==> src/rtl/sat_counter.sv <==
// Saturating up-counter with synchronous clear; clear-then-increment when both are set.
// Latency 1 cycle; no backpressure, inc is sampled every cycle.
module sat_counter #(
  parameter int CNT_W = 16
) (
  input  logic             clk,
  input  logic             rst,
  input  logic             clr,
  input  logic             inc,
  output logic [CNT_W-1:0] count
);

  localparam logic [CNT_W-1:0] CNT_MAX = '1;
  localparam logic [CNT_W-1:0] CNT_ONE = CNT_W'(1);

  always_ff @(posedge clk) begin
    if (rst) begin
      count <= '0;
    end else if (clr) begin
      count <= inc ? CNT_ONE : '0;
    end else if (inc && (count != CNT_MAX)) begin
      count <= count + CNT_ONE;
    end
  end

endmodule

==> config.mk <==
export PLATFORM = sky130hd
export DESIGN_NAME = sat_counter
export DESIGN_NICKNAME = d
export VERILOG_FILES = /design/src/rtl/sat_counter.sv
export SDC_FILE = /design/constraint.sdc
export NUM_CORES = 1
export LEC_CHECK = 0
export CAP_MARGIN = 20
export CORE_MARGIN = 5
export CORE_UTILIZATION = 35
export DETAILED_ROUTE_END_ITERATION = 10
export GPL_ROUTABILITY_DRIVEN = 0
export SYNTH_ARGS = -nofsm -noshare
export SYNTH_HDL_FRONTEND = slang
export SYNTH_SLANG_ARGS = --single-unit
==> constraint.sdc <==
create_clock -name clk -period 2.25 [get_ports clk]
set_input_delay 0.45 -clock clk [delete_from_list [all_inputs] [get_ports clk]]
set_output_delay 0.45 -clock clk [all_outputs]
set_load 0.02 [all_outputs]
-- Word-level counts from Yosys, hierarchy flattened
Cells that the tools add are included.
- register bits after elaboration: 16
- latch bits: 0
- RAM bits: 0
- bits in read-only memories: 0
- input port bits: 4
- logic and storage cells: 8
- memories kept: 0
- add/sub/neg operators: 1
- $mul: 0
- divide/modulo/power cells: 0
- $lt $le $gt $ge: 0
- equality and inequality tests: 1
- shift operators: 0
- multiplexer cells: 3
- bitwise operators: 0
- reduce and logical (&&, ||, !) cells: 2
- operators by type and width (kind ; number):
    2-to-1 mux 16 bit ; 2
    adder 16 x 1 -> 16 bit, second input constant ; 1
    != test 16 bit, second input constant ; 1
    nonzero test 2 bit ; 1
    logical AND 1 bit ; 1
    2-to-1 mux 1 bit ; 1

-- Depth between registers and ports, before layout
Gate-level depths: netlist of run 1.
- depth in word-level cells: 4
- mapped depth: 6
- depth with buffers taken out: 5

-- Worst setup path before layout of run 1
Ideal clock, no wire load.
- path type: register to register
- start: reg count[0]
- end: reg count[10]
- arrival: 1814 ps
- data required time: 2179 ps
- slack: 365 ps
- stages on the path, launching flop included: 7
- period minus slack after synthesis: 1885 ps
- path through: dfxtp_1 > ha_1 > nand2_1 > or3_1 > clkbuf_2 > or4_1 > a21oi_1
- word-level cells in the longest chain between the ends: 3
- elaborated cells between the ends (all ways): 6
- ends and longest elaborated chain (what ; RTL line ; RTL):
    from (decl) ; 10 ; output logic [CNT_W-1:0] count
    from (signal assigned) ; 20 ; count <= inc ? CNT_ONE : '0;
    from (signal assigned) ; 22 ; count <= count + CNT_ONE;
    adder 16 x 1 -> 16 bit / != test 16 bit (equally long branches) ; 22, 21 ;
    2-to-1 mux 16 bit / logical AND 1 bit (equally long branches) ; 21 ; end else if (inc && (count != CNT_MAX)) begin
    2-to-1 mux 16 bit / nonzero test 2 bit (equally long branches) ; - ;
Parallel ways exist; a longest one is shown, timed or not. The select of a mux whose other input is x is not followed.
A chain may end at the register's enable or synchronous reset.

-- Worst setup path in the final report of run 1
- start: reg count[8]
- end: reg count[0]
- word-level cells in the longest chain between the ends: 3
- ends and longest elaborated chain (what ; RTL line):
    != test 16 bit ; 21
    logical AND 1 bit ; 21
    nonzero test 2 bit (no line) ; -
No other way between the ends.

==> results of run 1 <==
## where the power goes
| part | internal, mW | switching, mW |
|---|---|---|
| combinational | 0.0129 | 0.0137 |
| sequential | 0.285 | 0.00192 |
| clock | 0.0620 | 0.0867 |
## cell usage in the layout (no fill, tap or decap), types with 3 or more instances in the layout
| master | netlist | final |
|---|---|---|
| clkdlybuf4s50_1 | 0 | 19 |
| dfxtp_1 | 16 | 16 |
| a21oi_1 | 11 | 11 |
| nand3_1 | 9 | 9 |
| buf_4 | 0 | 7 |
| o31ai_1 | 6 | 6 |
| or4_1 | 6 | 6 |
| nand2_1 | 5 | 5 |
| inv_1 | 5 | 5 |
| o21ai_0 | 4 | 4 |
| nor3_1 | 4 | 4 |
| nor2_1 | 3 | 3 |
| or3_1 | 3 | 3 |
| nand4_1 | 3 | 3 |
| nor4_1 | 3 | 3 |
| clkbuf_4 | 0 | 3 |
## path summary, 6_finish.rpt
path,startpoint,endpoint
worst min-delay path,count[10],count[10]
worst max-delay path,count[8],count[0]
worst min register to register,count[10],count[10]
worst max register to register,count[8],count[0]
## cell usage after synthesis, drive strengths merged (2+ instances only)
master	n	area, um^2
dfxtp	16	320
a21oi	11	55.1
nand3	9	45.0
or4	7	56.3
o31ai	6	45.0
inv	5	18.8
nand2	5	18.8
nand4	4	40.0
nor3	4	20.0
o21ai	4	20.0
or3	4	26.3
nor2	3	11.3
nor4	3	18.8
clkbuf	2	8.75
o211a	2	20.0
## critical path, delay by kind of cell, from the launching register on
kind | cells | cell delay (ns)
AND/OR/NAND/NOR | 2 | 0.87
AO/OA/AOI/OAI | 2 | 0.56
flip-flops | 1 | 0.43
## stage by stage
stage	instance area, um^2	hold WS [ns]
floorplan	841	0.568
global placement	1090	0.505
detailed placement	1090	0.513
CTS	1120	0.529
global route	1120	0.562
finish	1120	0.523
## cell families (layout without fill, tap and decap cells)
group,count (synthesis),after routing
buffers and inverters,9,34
adders and majority gates,1,1
and+or+nand+nor,43,43
muxes,1,1
AOI/OAI and AO/OA,29,29
DFF,16,16
## area by class of cell
class | count | area (um^2) | share of cell area [%]
repair buffers | 26 | 243 | 21.7
multi-input cells | 74 | 478 | 42.8
flip-flops and latches | 16 | 320 | 28.7
well taps | 28 | 35.0 | 3.14
inverters | 5 | 18.8 | 1.68
clock buffers | 3 | 22.5 | 2.02
## metal layers
layer,vias up,global-route usage [%],part of all wire [%]
met5,-,0,0
met4,0,6.47,0.68
met3,2,2.40,4.2
met2,18,19.4,46
met1,381,17.1,49
li1,439,-,-
==> run summary, run 1 <==
Status -> finished clean
Clk_lat worst skew -> 0.28 ns
Vias in the first global route -> 753
Final period utilization -> 85.1%
Fraction of registers with async set/reset -> 0%
Clk slew on worst S/H paths -> 0.09 ns
Post-synthesis simple-gate area fraction -> 31.5%
Largest net degree at the start of global routing -> 12
Final WL -> 2060 um
Total GRT Usage -> 12.8%
Setup repair bufs after CTS -> 0
Min-Delay Path Depth -> 2
Initial antenna violation count -> 0
Initial Util -> 37.3%
Area growth from synthesis to layout -> 32.9%
Setup ws final -> 0.336 ns
FMAX -> 0.522 GHz
Initial DRT Pass Iterations -> 4
Syn Inst Count -> 99
Post-synthesis compound-gate area fraction -> 22.6%
Diodes inserted -> 0
CTS max path bufs -> 2
HP Class -> flip-flop to flip-flop
Num CTS Buffers -> 3
Pre-CTS setup slack -> 0.106 ns
# rows -> 17
PD cells -> 413 mW/mm^2
RSZ-0062 raised after global routing -> no
CTS root buf -> clkbuf_4
Cell area after synthesis -> 841 um^2
Least-Margin Pin Slew -> 0.520 ns
Setup violations, final -> 0
Core Area -> 0.00225 mm^2
Avg Cell Area, Syn -> 8.49 um^2
Crit path cell chain -> nand4_1 > or4_4 > a2111oi_0 > o21bai_1
Final Core Density -> 49.6%
IO Port Bufs -> 19
Share of cells above drive strength 1 -> 11.3%
Routed vias/inst -> 5.53
Max reg flops -> 16
XOR/XNOR Fraction of Synth Area -> 0%
R2R Setup Slk -> 0.34 ns
Fin cells -> 152
Main combinational cell family by area after synthesis -> simple AND/OR/NAND/NOR gates
Final ANT Viol Nets -> 0
CP Max Fanout -> 7
CTS Sinks -> 16
Crit path required time -> 2.47 ns
Setup TNS -> 0 ns
Largest Register -> count
Leakage -> 0.354 nW
Post-synth net total -> 104
Library cells used by synthesis -> 33
Flops & latches, synth -> 16
Crit end category -> flip-flop
Slowest cell on crit path -> or4_4
Slew HR -> 65.1%
Mean routed wirelength per cell -> 13.5 um
Reg2Reg Depth -> 4
CTS-repair resized insts -> 0
# hold bufs at CTS -> 0
Die Wd -> 59.0 um
Post-synth top flop -> dfxtp_1
Startpoint Class -> flip-flop
Multiplexer share of the synthesized area -> 1.19%
Placed cells -> 149
Top flop regs -> count: 16 flops
Post-synth EDFFs -> 0
Ys Warns -> 0
Critical path type -> flip-flop to flip-flop
CTS HTree Levels -> 1
Power Total -> 462 uW
Post-synthesis adder-cell area fraction -> 1.49%
Number of remaining DRC errors -> 0
Crit path largest cell delay -> 0.63 ns
Die area -> 0.00348 mm^2
Max_cap viols -> 0
Sequential area share after synthesis -> 38.1%
Fin crit period -> 1.91 ns
Post-DP HPWL -> 1590 um
TritonCTS clock tree -> done
DR vias -> 840
WP data arrival -> 2.13 ns
Fillers -> 244
Final nets -> 131
Die height -> 59.0 um
Slew Viols, Final -> 0
GRT Residual Overflow -> 0
Clk_skew -> 0.00405 ns
Drt initial violations -> 18
Hold Fails Final Rpt -> 0
Maximum vdd drop -> 289 uV
Io pins -> 20
Global-route wire length before repair -> 3420 um
No activity file was read; power rests on OpenSTA's default activity.
==> run 2: changes to the inputs <==
--- a/config.mk
+++ b/config.mk
@@ -10,6 +10,7 @@
 export CORE_UTILIZATION = 35
 export DETAILED_ROUTE_END_ITERATION = 10
 export GPL_ROUTABILITY_DRIVEN = 0
+export MAX_ROUTING_LAYER = met4
 export SYNTH_ARGS = -nofsm -noshare
 export SYNTH_HDL_FRONTEND = slang
 export SYNTH_SLANG_ARGS = --single-unit
==> run 2 against run 1 <==
  * Maximum frequency is essentially flat
  * Flip-flop and latch count is the same
  * Sequential power is essentially flat
  * Critical path depth is the same
  * Power is essentially flat
  * Combinational power is essentially flat
  * Non-clock buffer count is the same
  * Via count shrank 0.12%
  * Clock power is essentially flat
  * Critical path type unchanged
  * Largest cell class unchanged
==> run summary, run 2 (synthesis gave the netlist of run 1 again) <==
HP Class -> flip-flop to flip-flop
Post-DP HPWL -> 1590 um (unchanged)
Global-route wire length before repair -> 3430 um (+0.20%)
Setup TNS -> 0 ns (unchanged)
CTS-repair resized insts -> 0 (unchanged)
Die Wd -> 59.0 um (unchanged)
Clk slew on worst S/H paths -> 0.09 ns (about the same)
Crit path largest cell delay -> 0.63 ns (about the same)
Final hold slack -> 0.523 ns (+0.0000740 ns)
Area growth from synthesis to layout -> 32.9% (unchanged)
Final ANT Viol Nets -> 0 (unchanged)
Routed vias/inst -> 5.52 (-0.12%)
FMAX -> 0.522 GHz (about the same)
Slew HR -> 65.1% (about the same)
Crit path cell chain -> nand4_1 > or4_4 > a2111oi_0 > o21bai_1
Clk_skew -> 0.00385 ns (-0.000204 ns)
Crit end category -> flip-flop
Buf/Inv on CP -> 0 (unchanged)
Top flop regs -> count: 16 flops
Largest Register -> count
Vias in the first global route -> 751 (-0.27%)
Initial antenna violation count -> 0 (unchanged)
Clk_lat worst skew -> 0.28 ns (about the same)
Leakage -> 0.354 nW (unchanged)
Crit path required time -> 2.47 ns (about the same)
R2R Setup Slk -> 0.34 ns (about the same)
PD cells -> 413 mW/mm^2 (about the same)
Largest net degree at the start of global routing -> 12 (unchanged)
Pre-CTS setup slack -> 0.106 ns (unchanged)
Number of remaining DRC errors -> 0 (unchanged)
Max_cap viols -> 0 (unchanged)
GRT Residual Overflow -> 0 (unchanged)
Most frequent cells in the layout -> clkdlybuf4s50_1, dfxtp_1, a21oi_1, nand3_1, buf_4
Max reg flops -> 16 (unchanged)
Io pins -> 20 (unchanged)
Hold Fails Final Rpt -> 0 (unchanged)
CTS Sinks -> 16 (unchanged)
# hold bufs at CTS -> 0 (unchanged)
Initial DRT Pass Iterations -> 4 (unchanged)
Fin crit period -> 1.91 ns (+0.0000530 ns)
Initial Util -> 37.3% (unchanged)
Mean routed wirelength per cell -> 13.5 um (+0.15%)
Die area -> 0.00348 mm^2 (unchanged)
Num CTS Buffers -> 3 (unchanged)
Most common cell after layout, fill and taps aside -> clkdlybuf4s50_1
Setup repair bufs after CTS -> 0 (unchanged)
Final nets -> 131 (unchanged)
Core Area -> 0.00225 mm^2 (unchanged)
Maximum vdd drop -> 289 uV (about the same)
Final WL -> 2060 um (+0.15%)
Least-Margin Pin Slew -> 0.520 ns (-0.000125 ns)
RSZ-0062 raised after global routing -> no
Slew Viols, Final -> 0 (unchanged)
Final period utilization -> 85.1% (about the same)
Fillers -> 244 (unchanged)
Setup violations, final -> 0 (unchanged)
Share of cells above drive strength 1 -> 11.3% (unchanged)
# rows -> 17 (unchanged)
Total GRT Usage -> 13.2% (+0.37 points)
CTS max path bufs -> 2 (unchanged)
CP top delay family -> simple AND/OR/NAND/NOR gates
CTS HTree Levels -> 1 (unchanged)
WP data arrival -> 2.13 ns (about the same)
TritonCTS clock tree -> done
Die height -> 59.0 um (unchanged)
Diodes inserted -> 0 (unchanged)
CTS root buf -> clkbuf_4
Drt initial violations -> 16 (-2)
CP Max Fanout -> 7 (unchanged)
Slowest cell on crit path -> or4_4
Critical path type -> flip-flop to flip-flop
Status -> finished clean
DR vias -> 839 (-0.12%)
Setup ws final -> 0.336 ns (-0.0000530 ns)
IO Port Bufs -> 19 (unchanged)
Startpoint Class -> flip-flop
## run 2: final cells by class
class,instances,area [um^2],share of cell area (%)
repair buffers,26,243,21.7
inverters,5,18.8,1.68
multi-input cells,74,478,42.8
clock buffers,3,22.5,2.02
flip-flops and latches,16,320,28.7
well taps,28,35.0,3.14
## run 2: per-layer routing
metal / routed length (um) / GRT usage, % / vias to the layer above
met4: 14 / 6.47 / 0
met5: 0 / - / -
met1: 1010 / 17.1 / 380
met2: 944 / 19.4 / 18
met3: 87 / 2.40 / 2
li1: - / - / 439
## run 2: worst paths after layout
check | start | to | cells past startpoint
min | count[10] | count[10] | 2
min reg2reg | count[10] | count[10] | 2
max | count[8] | count[0] | 4
max reg2reg | count[8] | count[0] | 4
## run 2: power breakdown
part	switching, mW	total [mW]	internal [mW]
logic	0.0137	0.0266	0.0129
clock network	0.0865	0.149	0.0620
registers	0.00192	0.287	0.285
total	0.102	0.462	0.360
## run 2: tightest hold or removal path, stage by stage (launching register included)
cell and delay, ns:
dfxtp_1 0.35, o31ai_1 0.07, a21oi_1 0.06
## run 2: metrics by stage
stage                     cell area [um^2]  utilization [%]  cells  power (mW)
after floorplan                        841                -     99       0.305
after global placement                1090             48.6    149       0.320
after detailed placement              1090             48.6    149       0.320
after CTS                             1120             49.6    152       0.467
after global routing                  1120             49.6    152       0.484
final                                 1120             49.6    152       0.462
